--- config.mk ---
export PLATFORM = sky130hd
export DESIGN_NAME = mem_store_unit
export DESIGN_NICKNAME = d
export VERILOG_FILES = /design/src/rtl/mem_store_unit.sv
export SDC_FILE = /design/constraint.sdc
export NUM_CORES = 1
export LEC_CHECK = 0
export ABC_AREA = 1
export BUFFER_PORTS_ARGS = -buffer_cell sky130_fd_sc_hd__buf_4
export CELL_PAD_IN_SITES_DETAIL_PLACEMENT = 1
export CELL_PAD_IN_SITES_GLOBAL_PLACEMENT = 2
export CORE_UTILIZATION = 34
export CTS_CLUSTER_SIZE = 8
export DETAILED_ROUTE_END_ITERATION = 7
export HOLD_SLACK_MARGIN = 0.12
export PLACE_DENSITY_LB_ADDON = 0.2
export SYNTH_ARGS = -nofsm -noshare
export SYNTH_HDL_FRONTEND = slang
export SYNTH_SLANG_ARGS = --single-unit
export TNS_END_PERCENT = 5
--- constraint.sdc ---
create_clock -name clk -period 7.29 [get_ports clk]
set_input_delay 2.187 -clock clk [delete_from_list [all_inputs] [get_ports clk]]
set_output_delay 2.187 -clock clk [all_outputs]
set_load 0.005 [all_outputs]
--- src/rtl/mem_store_unit.sv ---
// MEM-stage store path: formats store data into word writes with byte strobes, buffers them
// in an in-order FIFO and drains the FIFO to data memory over a req/gnt handshake.
module mem_store_unit #(
  parameter int unsigned DEPTH = 2
) (
  input  logic        clk,
  input  logic        rst,
  input  logic        st_valid,
  input  logic        ld_valid,
  input  logic [2:0]  funct3,
  input  logic [31:0] addr,
  input  logic [31:0] rs2_data,
  output logic        stall,
  output logic        misalign,
  output logic        dm_req,
  output logic [31:0] dm_addr,
  output logic [31:0] dm_wdata,
  output logic [3:0]  dm_wstrb,
  input  logic        dm_gnt
);

  localparam int unsigned PtrW = $clog2(DEPTH);
  localparam int unsigned CntW = $clog2(DEPTH + 1);

  logic [PtrW-1:0] wr_ptr_q, wr_ptr_d;
  logic [PtrW-1:0] rd_ptr_q, rd_ptr_d;
  logic [CntW-1:0] count_q, count_d;
  logic            misalign_q;

  logic [29:0] buf_word_q [DEPTH];
  logic [31:0] buf_data_q [DEPTH];
  logic [3:0]  buf_strb_q [DEPTH];

  logic        full, empty, push, pop, hazard;
  logic        fmt_mis;
  logic [31:0] fmt_data;
  logic [3:0]  fmt_strb;

  assign full  = (count_q == CntW'(DEPTH));
  assign empty = (count_q == '0);

  always_comb begin
    fmt_mis  = 1'b0;
    fmt_data = rs2_data;
    fmt_strb = 4'b1111;
    case (funct3)
      3'b000: begin
        fmt_data = {4{rs2_data[7:0]}};
        fmt_strb = 4'b0001 << addr[1:0];
      end
      3'b001: begin
        fmt_data = {2{rs2_data[15:0]}};
        fmt_strb = addr[1] ? 4'b1100 : 4'b0011;
        fmt_mis  = addr[0];
      end
      3'b010:  fmt_mis = (addr[1:0] != 2'b00);
      default: fmt_mis = 1'b1;
    endcase
  end

  assign push = st_valid && !fmt_mis && !full;
  assign pop  = dm_req && dm_gnt;

  // An entry is live when its distance from the read pointer is below the occupancy.
  always_comb begin
    logic [PtrW-1:0] offs;
    offs   = '0;
    hazard = 1'b0;
    for (int unsigned i = 0; i < DEPTH; i++) begin
      offs = PtrW'(i) - rd_ptr_q;
      if ((CntW'(offs) < count_q) && (buf_word_q[i] == addr[31:2])) begin
        hazard = 1'b1;
      end
    end
  end

  assign stall = (st_valid && full && !fmt_mis) || (ld_valid && hazard);

  always_comb begin
    wr_ptr_d = push ? wr_ptr_q + PtrW'(1) : wr_ptr_q;
    rd_ptr_d = pop ? rd_ptr_q + PtrW'(1) : rd_ptr_q;
    count_d  = count_q;
    if (push && !pop) begin
      count_d = count_q + CntW'(1);
    end else if (!push && pop) begin
      count_d = count_q - CntW'(1);
    end
  end

  always_ff @(posedge clk) begin
    if (rst) begin
      wr_ptr_q   <= '0;
      rd_ptr_q   <= '0;
      count_q    <= '0;
      misalign_q <= 1'b0;
    end else begin
      wr_ptr_q   <= wr_ptr_d;
      rd_ptr_q   <= rd_ptr_d;
      count_q    <= count_d;
      misalign_q <= st_valid && fmt_mis;
    end
  end

  // Payload storage needs no reset; liveness is tracked by the pointers and count.
  always_ff @(posedge clk) begin
    if (push) begin
      buf_word_q[wr_ptr_q] <= addr[31:2];
      buf_data_q[wr_ptr_q] <= fmt_data;
      buf_strb_q[wr_ptr_q] <= fmt_strb;
    end
  end

  assign misalign = misalign_q;
  assign dm_req   = !empty;
  assign dm_addr  = empty ? 32'h0 : {buf_word_q[rd_ptr_q], 2'b00};
  assign dm_wdata = empty ? 32'h0 : buf_data_q[rd_ptr_q];
  assign dm_wstrb = empty ? 4'h0 : buf_strb_q[rd_ptr_q];

endmodule
After elaboration in Yosys (flattened, before gate mapping)
Memory sizes are Yosys's and may differ from the RTL's. A register that Yosys moved wholly into a read port is not among the register bits. Cells that the tools add are included.

Flip-flop bits (word level): 5. Output and inout port bits: 71. RAM bits: 132. Word-level logic and storage cells: 61. Memories: 3.

Memories: buf_data_q (words 2, bits a word 32, read ports 1, clocked after Yosys merged registers in 1, wr ports 1, line 31) `logic [31:0] buf_data_q [DEPTH];`; buf_word_q (words 2, bits a word 30, read ports 3, clocked after Yosys merged registers in 1, wr ports 1, line 30) `logic [29:0] buf_word_q [DEPTH];`; buf_strb_q (words 2, bits a word 4, read ports 1, clocked after Yosys merged registers in 1, wr ports 1, line 32) `logic [3:0] buf_strb_q [DEPTH];`.

Magnitude comparators: 2. Multiplexer cells: 19. Shift-type cells: 1. Add/subtract/negate cells: 6. Reductions and logical operators: 21. Equal/unequal tests: 5.

Operator list (count): two-way mux 32 bit (2); case mux 32 bit (2 select lines) (1); equality test 30 bit (2); logical AND 1 bit (11); two-way mux 1 bit (10); two-way mux 4 bit (2); case mux 4 bit (2 select lines) (1); logical NOT 1 bit (5); less-than comparator 1 x 2 -> 1 bit (2); two-way mux 2 bit (2); nonzero test 2 bit (2); left shift 1 x 2 -> 4 bit (first input constant) (1); equality test 3 x 1 -> 1 bit (second input constant) (1); equality test 3 x 2 -> 1 bit (second input constant) (1); logical NOT 3 bit (1); case mux 1 bit (3 select lines) (1); adder 1 bit (second input constant) (2); adder 2 x 1 -> 2 bit (second input constant) (1); equality test 2 bit (second input constant) (1); logical NOT 2 bit (1); subtractor 1 bit (first input constant) (2); subtractor 2 x 1 -> 2 bit (second input constant) (1); logical OR 1 bit (1).

Logic depth before layout (Yosys ltp)
Depth in word-level cells: 9. Gate-level depth with buffers: 11. Depth with buffers taken out: 11.

Least setup slack after synthesis
Ideal clock, no wire load.

Kind: input to register. Start: in funct3[1]. End: mem buf_data_q[0][0], enable pin. Arrival time: 5.481 ns. Data required time: 6.800 ns. Setup time: 0.490 ns. Slack: 1.319 ns. Stages on the path: 5. Cells stage by stage: nor2_4 inv_2 o211ai_4 nand3b_2 nor2_1.

Word-level cells in the longest chain between the ends: 7. Elaborated cells between the ends (all ways): 9. Classes of those cells: 2 x eq/ne; 3 x mux; 4 x reduce/logical.

RTL lines: start: declaration (line 10) `input logic [2:0] funct3,`; equality test 3 x 2 -> 1 bit (tied with other cells) (line 46) `case (funct3)`; case mux 1 bit (3 select lines) (*) (line 46); logical NOT 1 bit (*) (line 61) `assign push = st_valid && !fmt_mis && !full;`; logical AND 1 bit (*) (2 in series) (line 61); two-way mux 1 bit (*) (line 106) `if (push) begin`; two-way mux 1 bit (not written as such) (*) (line 108) `buf_data_q[wr_ptr_q] <= fmt_data;`; end: declaration (line 31).

Every way passes the cells marked *; elsewhere a longest branch is shown, timed or not.

Final worst setup path
Start: in funct3[1]. End: out stall.

Word-level cells in the longest chain between the ends: 5. Elaborated cells between the ends (all ways): 7. Classes of those cells: 2 x eq/ne; 1 x mux; 4 x reduce/logical.

RTL lines: equality test 3 x 2 -> 1 bit (tied with other cells) (line 46); case mux 1 bit (3 select lines) (*) (line 46); logical NOT 1 bit (*) (line 77) `assign stall = (st_valid && full && !fmt_mis) || (ld_valid && hazard);`; logical AND 1 bit (*) (line 77); logical OR 1 bit (*) (line 77); end: declaration (line 13) `output logic stall,`.

Marks and branches as above.

==> results <==
- The number of antenna cells inserted is 0.
- Across the routed clock network, the largest skew measured is 0.007949 ns.
- The compound-cell area share of the yosys netlist is 0.08642.
- From bottom edge to top edge, the die measures 139.0 um.
- Counting every instance in the synthesized netlist gives 625.
- By area the synthesized netlist is led by sky130_fd_sc_hd__edfxtp_1 62%, sky130_fd_sc_hd__nand2_1 14%, sky130_fd_sc_hd__xnor2_1 6.9%.
- For this configuration, the core starts out at a cell density of 0.3506.
- The count of routing violations after the opening detailed-route iteration is 181.
- The clock tree synthesis step divided the H-tree into 4 levels.
- Setup repair after global routing left no endpoint under its margin.
- The async set-or-reset flop fraction in the synthesized netlist is 0.
- The largest total area in the synthesized netlist belongs to sky130_fd_sc_hd__edfxtp_1.
- The ratio of final minimum period to clock period is 0.7762.
- The shortest period the worst path allows is 5.659 ns.
- The sequential cell area is 4085 sq um.
- The number of failing hold endpoints at the final stage was 0.
- The worst register-to-register path ends at buf_data_q[1][3]$_DFFE_PP_.
- Of the post-synthesis cell area, the dominant cell type holds 0.6208.
- At the end of the flow the core is filled with cells to 0.4564.
- The most common cell in the netlist is sky130_fd_sc_hd__nand2_1.
- The final count of pins violating max slew came to 0.
- The worst min-delay path endpoint is rd_ptr_q$_SDFFE_PP0P_.
- Of all nets on the critical path, the largest fanout is 18.
- The startpoint identified for the worst register-to-register timing path is count_q[1]$_SDFFE_PP0P_.
- The total number of nets in the final design is 838.
- In this run the static leakage power is 0.003319 uW.
- The data arrival time at the worst-slack endpoint is 3.47 ns.
- The family with the most delay on the worst path is simple AND/OR/NAND/NOR gates.
- In this design, the stage delay of the slowest critical-path cell is 0.33 ns.
- The mean cell area of the mapped netlist is 10.22 sq um.
- The worst hold path passes through 2 cells.
- Headroom to the max-slew limit came out at 0.2899.
- The detailed router placed 4886 vias in this run.
- Walking the worst path, the cells encountered are buf_4 > nor2_4 > inv_2 > o211ai_4 > nand3_1 > nand2_1 > buf_4.
- Across all register-to-register paths, the minimum setup slack is 4.78 ns.
- The maximum count of clock buffers along a single path is 2.
- The number of buffers and inverters on the critical path is 3.
- The tool flagged a number of max-cap violations equal to 0.
- The count of TritonRoute iterations in the first routing pass is 8.
- The top-level I/O count is 143.
- The adder and majority gate portion of the synthesized area is 0.001960.
- Of the total synthesized cell area, the portion taken by XOR and XNOR cells is 0.07133.
- The via-per-instance ratio is 4.852.
- The clock tree from TritonCTS is yes.
- After routing the design area is 8310 sq um.
- The number of global-route vias before repair is 5187.
- In this run, CTS created clock tree buffers numbering 17.
- The run finished, with violations left.
- The die extent in x is 139.0 um.
- The total wirelength of the detailed-routed design is 17.87 mm.
- For this run the aggregate overflow at the end of global routing stands at 0.
- In the final layout, the share of cells above drive strength 1 is 0.2378.
- In the final layout, the multi-input gates occupy 2067 sq um.
- The placed standard-cell area is 7679 sq um.
- The portion of synthesized area spent on multiplexers is 0.
- The total power per unit cell area is 284.8 nW/um^2.
- The Yosys step of the flow raised 0 warnings.
- Yosys mapped a number of flops with a built-in enable equal to 132.
- The commonest cells after synthesis are 235 x sky130_fd_sc_hd__nand2_1, 132 x sky130_fd_sc_hd__edfxtp_1, 71 x sky130_fd_sc_hd__a21oi_1, 50 x sky130_fd_sc_hd__xnor2_1, 31 x sky130_fd_sc_hd__inv_1.
- Counting every sink on the clock net gives 138.
- The final routed wire length divided by cell count is 17.74 um.
- The first global-routing pass estimated 28.01 mm of wire.
- By instance count, the cell type seen most on the critical path is sky130_fd_sc_hd__buf_4.
- For this run, the total global-route usage over all layers was measured as 0.1927.
- The nature of the critical path startpoint is an input port.
- Counting distinct cell types in the post-synthesis netlist gives 25.
- After clock tree synthesis, the clock-pin slew on the worst setup and hold paths is 0.06 ns.
- The share of synthesized area occupied by flip-flops and latches is 0.6396.
- The number of antenna violations at the first check in global routing is 0.
- The data required time of the critical path is 5.10 ns.
- Adding up every negative setup slack in the final design gives 0 ns.
- After synthesis, the largest family of logic cells by area is simple AND/OR/NAND/NOR gates.
- The count of standard-cell rows is 49.
- The startpoint identified for the worst hold timing path is rd_ptr_q$_SDFFE_PP0P_.
- Post-CTS repair changed the size of 0 cells.
- The worst ir drop on vdd is 0.1673 mV.
- The placed cell count is 975.
- The DRC violation count after routing is 8.
- Of the total synthesized cell area, the portion taken by AND, OR, NAND and NOR gates is 0.1609.
- The tightest hold path in the finished design has a slack of 0.5376 ns.
- The worst min-delay path class is reg -> reg.
- The maximum number of pins on one net before global-route repair is 73.
- The worst register-to-register path has a depth of 7.
- Fill cells in the final layout number 2045.
- The wire-length estimate of the detail-placed layout is 12.14 mm.
- The top achievable clock speed is 176.7 MHz.
- The area overhead of the layout relative to synthesis is 30.16%.
- Input and output buffers added on the ports amount to 140.
- The critical-path cell with the highest stage delay is sky130_fd_sc_hd__nor2_4.
- The synthesis-stage register bit count is 138.
- For the worst-skew pair, the clock arrives at the later sink with an insertion delay of 0.42 ns.
- The die covers 19330 sq um.
- Hold repair after CTS inserted 0 buffers.
- The cell area after technology mapping is 6385 sq um.
- In this run the remaining antenna-violating nets after routing total 0.
- In this run the clock root is driven by a sky130_fd_sc_hd__clkbuf_16.
- The count of final setup violators is 0.
- The pin slew with the least headroom to its limit is 1.063 ns.
- The post-CTS setup repair buffer count is 0.
- The number of standard cells in the final layout excluding fillers is 1007.
- The kind of end point of the critical path is an output port.
- The leading register cell type out of synthesis is sky130_fd_sc_hd__edfxtp_1.
- The final reports fail on DRC.
- At the end of routability-driven placement, the weighted congestion stood at 0.7405.
- By startpoint and endpoint, the worst setup path is classified as in -> out.
- The total area inside the core boundary comes to 18210 sq um.
[how the worst max path moves through the flow]
stage	startpoint	end	depth (start not counted)
floorplan	funct3[1]	buf_data_q[0][0]$_DFFE_PP_	5
global placement	funct3[1]	stall	7
detailed placement	funct3[1]	stall	7
CTS	funct3[1]	stall	7
global route	funct3[1]	stall	7
finish	funct3[1]	stall	7
[metrics by stage]
stage               power, uW  worst slack (ns)
detailed placement       1467             1.636
finish                   2367             1.631
global route             2470             1.536
floorplan                1175             1.319
global placement         1456             1.667
CTS                      2399             1.611
[layer usage]
metal  vias to the layer above  GRT usage  routed length, um
met5                         -          0                  0
met4                         0    0.06842                218
met3                        17    0.03936                878
met2                       119     0.3408               9386
met1                      2392     0.2323               7386
li1                       2358          -                  -
[flip-flops by register name, summed over array words and instances, names as in the netlist, named ones only]
register,flops
buf_data_q,64
buf_strb_q,8
buf_word_q,60
count_q,2
misalign,1
rd_ptr_q,1
wr_ptr_q,1
[cell families (layout without fill, tap and decap cells)]
| kind of cell | after synthesis | in the layout |
|---|---|---|
| xor+xnor | 52 | 52 |
| compound gates | 103 | 103 |
| simple gates | 268 | 268 |
| fa+ha+maj | 1 | 1 |
| flops | 138 | 138 |
| other cells | 1 | 2 |
| buf+inv | 62 | 214 |
[layout by cell type, fill, tap and decap left out, drive strengths merged, types with 2 or more instances in the layout]
| cell type | instances |
|---|---|
| a21oi | 71 |
| edfxtp | 132 |
| o21ai | 23 |
| clkinvlp | 3 |
| dfxtp | 6 |
| clkbuf | 18 |
| xor2 | 2 |
| nor2 | 30 |
| clkinv | 6 |
| conb | 2 |
| bufinv | 5 |
| buf | 145 |
| inv | 37 |
| xnor2 | 50 |
| o211ai | 9 |
| nand2 | 235 |
[tightest hold or removal path, cell delays in order (launching register included)]
cell                      delay [ns]
sky130_fd_sc_hd__dfxtp_1        0.33
sky130_fd_sc_hd__inv_1          0.09
sky130_fd_sc_hd__a21oi_1        0.07
[cell type report]
cell class                 count  area share
clock buffer                  18     0.05164
clock inverter                14     0.02439
inverter                      37     0.01671
multi-input combinational    426      0.2487
sequential                   138      0.4916
tap                          229     0.03448
timing repair buffer         145      0.1325
[power breakdown]
part	switching, uW	total, uW	internal [uW]
logic	298	515	217
registers	14.9	921	906
clock network	329	931	602
No activity file was read; power rests on OpenSTA's default activity.
